[src/rtl/mem_responder_m_if.sv]
// Memory request/response bus between the core (master) and a memory responder (slave).
interface mem_responder_m_if #(
  parameter int WIDTH = 5
);
  localparam int DW = 2 ** WIDTH;

  logic          req_valid;
  logic          req_ready;
  logic          req_we;
  logic [DW-1:0] req_addr;
  logic [DW-1:0] req_wdata;
  logic          resp_valid;
  logic          resp_ready;
  logic [DW-1:0] resp_rdata;
  logic          resp_err;

  modport master (
    output req_valid, req_we, req_addr, req_wdata, resp_ready,
    input  req_ready, resp_valid, resp_rdata, resp_err
  );

  modport slave (
    input  req_valid, req_we, req_addr, req_wdata, resp_ready,
    output req_ready, resp_valid, resp_rdata, resp_err
  );
endinterface

[src/rtl/mem_responder_m.sv]
// Word-addressed data memory answering one request at a time after LATENCY wait cycles.
//   state | meaning
//   IDLE  | ready for a request; captures it on acceptance
//   WAIT  | counting down wait cycles; commits when counter reaches 0
//   RESP  | holding registered response until resp_ready
module mem_responder_m #(
  parameter int WIDTH      = 5,
  parameter int DEPTH_LOG2 = 6,
  parameter int LATENCY    = 2
) (
  input logic              clk,
  input logic              rst,
  mem_responder_m_if.slave bus
);
  localparam int DW    = 2 ** WIDTH;
  localparam int DEPTH = 2 ** DEPTH_LOG2;
  localparam logic [3:0] CNT_INIT = 4'((LATENCY > 0) ? (LATENCY - 1) : 0);

  typedef enum logic [1:0] {IDLE, WAIT, RESP} state_t;

  state_t        state;
  logic [3:0]    cnt;
  logic          ready_q;
  logic          we_q;
  logic [DW-1:0] addr_q;
  logic [DW-1:0] wdata_q;
  logic          resp_valid_q;
  logic [DW-1:0] rdata_q;
  logic          err_q;

  logic [DW-1:0] mem [DEPTH];

  logic                  commit_en;
  logic                  c_we;
  logic [DW-1:0]         c_addr;
  logic [DW-1:0]         c_wdata;
  logic                  c_err;
  logic [DEPTH_LOG2-1:0] c_idx;

  // With zero latency the commit uses the live request on the acceptance edge.
  always_comb begin
    commit_en = 1'b0;
    c_we      = we_q;
    c_addr    = addr_q;
    c_wdata   = wdata_q;
    if (state == IDLE && bus.req_valid && LATENCY == 0) begin
      commit_en = 1'b1;
      c_we      = bus.req_we;
      c_addr    = bus.req_addr;
      c_wdata   = bus.req_wdata;
    end else if (state == WAIT && cnt == 4'd0) begin
      commit_en = 1'b1;
    end
  end

  assign c_err = (c_addr[1:0] != 2'b00) || (|c_addr[DW-1:DEPTH_LOG2+2]);
  assign c_idx = c_addr[DEPTH_LOG2+1:2];

  always_ff @(posedge clk) begin
    if (!rst) begin
      state        <= IDLE;
      cnt          <= 4'd0;
      ready_q      <= 1'b1;
      resp_valid_q <= 1'b0;
      rdata_q      <= '0;
      err_q        <= 1'b0;
    end else begin
      case (state)
        IDLE: begin
          if (bus.req_valid) begin
            we_q    <= bus.req_we;
            addr_q  <= bus.req_addr;
            wdata_q <= bus.req_wdata;
            cnt     <= CNT_INIT;
            ready_q <= 1'b0;
            state   <= (LATENCY == 0) ? RESP : WAIT;
          end
        end
        WAIT: begin
          if (cnt == 4'd0) state <= RESP;
          else             cnt   <= cnt - 4'd1;
        end
        RESP: begin
          if (bus.resp_ready) begin
            resp_valid_q <= 1'b0;
            ready_q      <= 1'b1;
            state        <= IDLE;
          end
        end
        default: begin
          ready_q <= 1'b1;
          state   <= IDLE;
        end
      endcase
      if (commit_en) begin
        resp_valid_q <= 1'b1;
        err_q        <= c_err;
        rdata_q      <= (c_err || c_we) ? '0 : mem[c_idx];
      end
    end
  end

  // Array has no reset; a reset on the commit edge suppresses the write.
  always_ff @(posedge clk) begin
    if (rst && commit_en && c_we && !c_err) mem[c_idx] <= c_wdata;
  end

  assign bus.req_ready  = ready_q & rst;
  assign bus.resp_valid = resp_valid_q;
  assign bus.resp_rdata = rdata_q;
  assign bus.resp_err   = err_q;
endmodule

[src/flat_wrapper.sv]
// flat-port wrapper written by rule: the top's interface ports become plain ports
module mem_responder_m_flat 
#(
  parameter int WIDTH      = 5,
  parameter int DEPTH_LOG2 = 6,
  parameter int LATENCY    = 2
)
  (clk, rst, bus_req_valid, bus_req_we, bus_req_addr, bus_req_wdata, bus_resp_ready, bus_req_ready, bus_resp_valid, bus_resp_rdata, bus_resp_err);
  mem_responder_m_if #(.WIDTH(WIDTH)) bus_i ();
  input logic clk;
  input logic rst;
  input wire logic [$bits(bus_i.req_valid)-1:0] bus_req_valid;
  input wire logic [$bits(bus_i.req_we)-1:0] bus_req_we;
  input wire logic [$bits(bus_i.req_addr)-1:0] bus_req_addr;
  input wire logic [$bits(bus_i.req_wdata)-1:0] bus_req_wdata;
  input wire logic [$bits(bus_i.resp_ready)-1:0] bus_resp_ready;
  output wire logic [$bits(bus_i.req_ready)-1:0] bus_req_ready;
  output wire logic [$bits(bus_i.resp_valid)-1:0] bus_resp_valid;
  output wire logic [$bits(bus_i.resp_rdata)-1:0] bus_resp_rdata;
  output wire logic [$bits(bus_i.resp_err)-1:0] bus_resp_err;
  assign bus_i.req_valid = bus_req_valid;
  assign bus_i.req_we = bus_req_we;
  assign bus_i.req_addr = bus_req_addr;
  assign bus_i.req_wdata = bus_req_wdata;
  assign bus_i.resp_ready = bus_resp_ready;
  assign bus_req_ready = bus_i.req_ready;
  assign bus_resp_valid = bus_i.resp_valid;
  assign bus_resp_rdata = bus_i.resp_rdata;
  assign bus_resp_err = bus_i.resp_err;
  mem_responder_m #(.WIDTH(WIDTH), .DEPTH_LOG2(DEPTH_LOG2), .LATENCY(LATENCY)) u_core (.clk(clk), .rst(rst), .bus(bus_i));
endmodule
[config.mk]
export PLATFORM = sky130hd
export DESIGN_NAME = mem_responder_m_flat
export DESIGN_NICKNAME = d
export VERILOG_FILES = /design/src/rtl/mem_responder_m_if.sv /design/src/rtl/mem_responder_m.sv /design/src/flat_wrapper.sv
export SDC_FILE = /design/constraint.sdc
export NUM_CORES = 2
export LEC_CHECK = 0
export CAP_MARGIN = 20
export CORE_ASPECT_RATIO = 0.75
export CORE_MARGIN = 5
export CORE_UTILIZATION = 56
export CTS_CLUSTER_DIAMETER = 60
export DETAILED_ROUTE_END_ITERATION = 16
export GPL_TIMING_DRIVEN = 1
export PLACE_DENSITY = 0.75
export SLEW_MARGIN = 0
export SYNTH_ARGS = -nofsm -noshare
export SYNTH_HDL_FRONTEND = slang
export SYNTH_SLANG_ARGS = --single-unit
[constraint.sdc]
create_clock -name clk -period 4.55 [get_ports clk]
set_input_delay 0.91 -clock clk [delete_from_list [all_inputs] [get_ports clk]]
set_output_delay 0.91 -clock clk [all_outputs]
set_load 0.01 [all_outputs]
==> results by group <==
Setup path
  • Crit path buf inv count: 4
  • CP max stage cell: nor4_4
  • CP Data Arrival Time: approximately 4.3 ns
  • Startpoint types: flip-flop
  • CP Capture Type: flip-flop
  • Crit path depth: 10
  • Critical path type: flip-flop to flip-flop
  • Crit-path cells: inv_1 > ha_1 > nor3b_1 > nand2_1 > buf_4 > nor4_4 > nand3b_1 > buf_4 > nor2_4 > buf_12
  • Most frequent CP cell: buf_4
  • Reg2Reg Depth: 10
  • Worst Path Required: 5.06 ns
  • Crit path max fanout: 18
  • Critical path's largest stage delay: around 0.74 ns
  • Worst path top cell family by delay: simple AND/OR/NAND/NOR gates

Timing
  • Actual slew at the worst max-slew pin: approximately 1.2 ns
  • Final hold vios: 0
  • Setup TNS: 0 ns
  • RSZ-0062 raised after global routing: false
  • Highest Clock Rate: ~270 MHz
  • Final setup vio count: 0
  • Fin. max-slew vios: 0
  • Slew HR: 22.5%
  • Final Skew: roughly 0.041 ns
  • Period utilization: 82.8%
  • Minimum clock period: between 3 and 4 ns

Synth
  • Yosys warning total: 0
  • Post-synthesis async set-or-reset flop share: 0%
  • Syn_area_per_cell: around 22 µm²
  • EDFF count, synth: 2113
  • Post-Synthesis Cells: between 3000 and 4000
  • Synth Cell Area: between 80000 and 90000 µm²
  • Ys flop type: edfxtp_1
  • Post-synthesis sequential area ratio: roughly 80%
  • Synth Register Bits: roughly 2200
  • Post-synthesis cell type count: 73
  • Syn Nets: between 3000 and 4000

Detailed routing
  • Detailed Route WL: between 200 and 250 mm
  • Detailed-route via count: 43300
  • Drt first pass iters: 8
  • DRC viols: 0
  • DR vias/cell: roughly 7
  • Antenna viol nets, final: 0
  • Starting DRT DRC Count: 8210
  • Drt wl/cell: around 37 µm

Clocking
  • Maximum root-to-sink buffer count: 3
  • PostCTS Resize Cnt: 0
  • Total CTS buffers: between 150 and 200
  • Clk slew on worst S/H paths: approximately 0.060 ns
  • CTS tree: built
  • H-Tree Depth: 4
  • Post CTS Setup Buffer Count: 0
  • Hold bufs inserted after CTS: 0
  • Clock sinks: roughly 2200
  • Clock Latency Late Sink: ~0.84 ns
  • Root buffer cell: clkbuf_16

Final layout
  • Layout cells sized above 1: between 20% and 30%
  • Post-layout util: 64.2%
  • Area growth syn-to-layout: 13.7%
  • Final net count: around 4200

Hold path
  • Worst Hold Path Cells: 2
  • Hold Crit Class: flip-flop to flip-flop

Global routing
  • GRT Total Usage: about 30%
  • Grt met1 use: 44.5%
  • Routing usage on met3: 9.48%
  • Gr busiest metal: met1
  • First-pass GRT wire length: roughly 320 mm
  • Met2 capacity usage during global routing: between 40% and 50%
  • Initial antenna violation count: 8
  • Vias in the first global route: about 41000
  • Pin count of the biggest net entering global routing: 74
  • Overflow after GRT: 0

Pwr
  • P_sw: around 9.3 mW
  • Sequential Power Share: a little over half
  • Comb pwr share: around 7.3%
  • Overall Power: roughly 41 mW
  • PwrDens: around 440 nW/µm²
  • LEAKAGE: between 20 and 30 nW
  • Clock power share: 38.8%
  • P_int: around 31 mW
  • Worst vdd ir: about 0.00032 V
  • Switching part of the total: between 20% and 30%

Floorplanning
  • Die Y-Extent: 342 µm
  • I/O pins: approximately 100
  • Die X: about 450 µm
  • Core Rows: ~120
  • Initial core utilization: around 56%
  • CORE AREA: between 100000 and 150000 µm²
  • Die Footprint: 155000 µm²

Place
  • Port buffer count: between 100 and 150
  • Dpl hpwl: 141 mm
  • Routability cong.: around 0.94

Run status
  • Outcome: completed

Flow run
  • Max_cap viols: 0
flip-flops by register name (all words and copies together) (netlist names), named ones only:
signal and cells:
u_core.bus.resp_rdata 32, u_core.c_wdata 32, u_core.ready_q 1, u_core.mem 2048
u_core.cnt 4, u_core.addr_q 32, u_core.state 2, u_core.bus.resp_valid 1
u_core.bus.resp_err 1, u_core.c_we 1
cells in the mapped netlist (13+ instances only):
cell,count,area [µm²]
dfxtp_1,47,941
buf_4,47,353
a22o_1,29,254
nand4_1,21,131
a22oi_1,44,330
mux2_2,36,405
edfxtp_1,2113,63500
o21ai_0,24,120
o22ai_1,67,419
o211ai_1,17,128
nor2_1,109,409
nand3_1,49,245
mux4_2,452,10200
o31ai_1,13,97.6
nor2b_1,27,169
nor3_1,18,90.1
clkbuf_1,57,214
buf_2,76,380
nand2_1,115,432
a2111oi_0,21,184
mux2i_1,161,1610
a21oi_1,19,95.1
a211oi_1,19,143
metal layers:
| layer | share of wire (%) | vias to the layer above |
|---|---|---|
| li1 | - | 16600 |
| met1 | 37 | 22300 |
| met5 | 0.012 | - |
| met3 | 16 | 499 |
| met2 | 43 | 3885 |
| met4 | 4.4 | 4 |
layout make-up:
type	count	area [µm²]
Sequential cell	2160	64400
Fill cell	9259	52100
Multi-Input combinational cell	1397	17200
Clock buffer	241	4990
Timing Repair Buffer	325	3270
Tap cell	1968	2460
Clock inverter	114	1030
Inverter	9	35.0
Antenna cell	3	7.51
power by group through the flow:
stage | sequential (mW) | combinational (mW) | clock, mW
2_1_floorplan | 22.4 | 1.59 | 0
3_3_place_gp | 22.4 | 2.83 | 0
3_5_place_dp | 22.4 | 2.87 | 0
4_1_cts | 21.9 | 2.89 | 15.9
5_1_grt | 21.9 | 3.03 | 16.8
6_report | 21.9 | 2.95 | 15.8
cells in the final DEF (no fill, tap or decap), types with 18 or more instances in the layout:
cell             count
o22ai_1             67
clkdlybuf4s50_1    102
a22oi_1             44
a2111oi_0           21
nor2_4              65
clkinv_1            43
edfxtp_1          2113
nand3_1             49
buf_4              175
a21oi_1             18
nand4_1             21
o21ai_0             24
a22o_1              29
buf_12              43
dfxtp_1             41
mux2_2              36
clkbuf_1            48
nand2_1            115
clkbuf_16          191
mux4_2             452
nor2_1              43
nor2b_1             25
mux2i_1            161
a211oi_1            19
clkinv_2            42
worst min-delay path, stage by stage (launching register included):
cell and delay (ns):
dfxtp_1 0.33, nand2_1 0.06, o31ai_1 0.05
kinds of logic after synthesis:
family,after synthesis,synth area share (%)
DFF,2160,78.3
muxes,649,14.8
and+or+nand+nor,412,2.46
AOI/OAI and AO/OA,332,2.96
buffers and inverters,204,1.34
xor gates and xnor gates,2,0.0213
adders and majority gates,2,0.0304
metrics by stage:
| stage | area (µm²) | hold WS [ns] | setup WS (ns) | std cells |
|---|---|---|---|---|
| 6_report | 93400 | 0.486 | 0.782 | 6217 |
| 5_1_grt | 93400 | 0.531 | 0.516 | 6214 |
| 4_1_cts | 93400 | 0.487 | 0.817 | 6212 |
| 3_5_place_dp | 87400 | 0.472 | 0.886 | 5857 |
| 3_3_place_gp | 87300 | 0.455 | 0.924 | 5855 |
| 2_1_floorplan | 82200 | 0.447 | 0.898 | 3761 |
worst paths after layout:
path	slack, ns	to	start
worst max-delay path	0.78	u_core.mem[40][0]$_DFFE_PP_	u_core.cnt[0]$_SDFFE_PN0P_
worst min register to register	0.49	u_core.bus.resp_rdata[23]$_SDFFE_PN0P_	u_core.bus.resp_rdata[23]$_SDFFE_PN0P_
worst max register to register	0.78	u_core.mem[40][0]$_DFFE_PP_	u_core.cnt[0]$_SDFFE_PN0P_
worst min-delay path	0.49	u_core.bus.resp_rdata[23]$_SDFFE_PN0P_	u_core.bus.resp_rdata[23]$_SDFFE_PN0P_
Power figures use the tool's default switching activity.
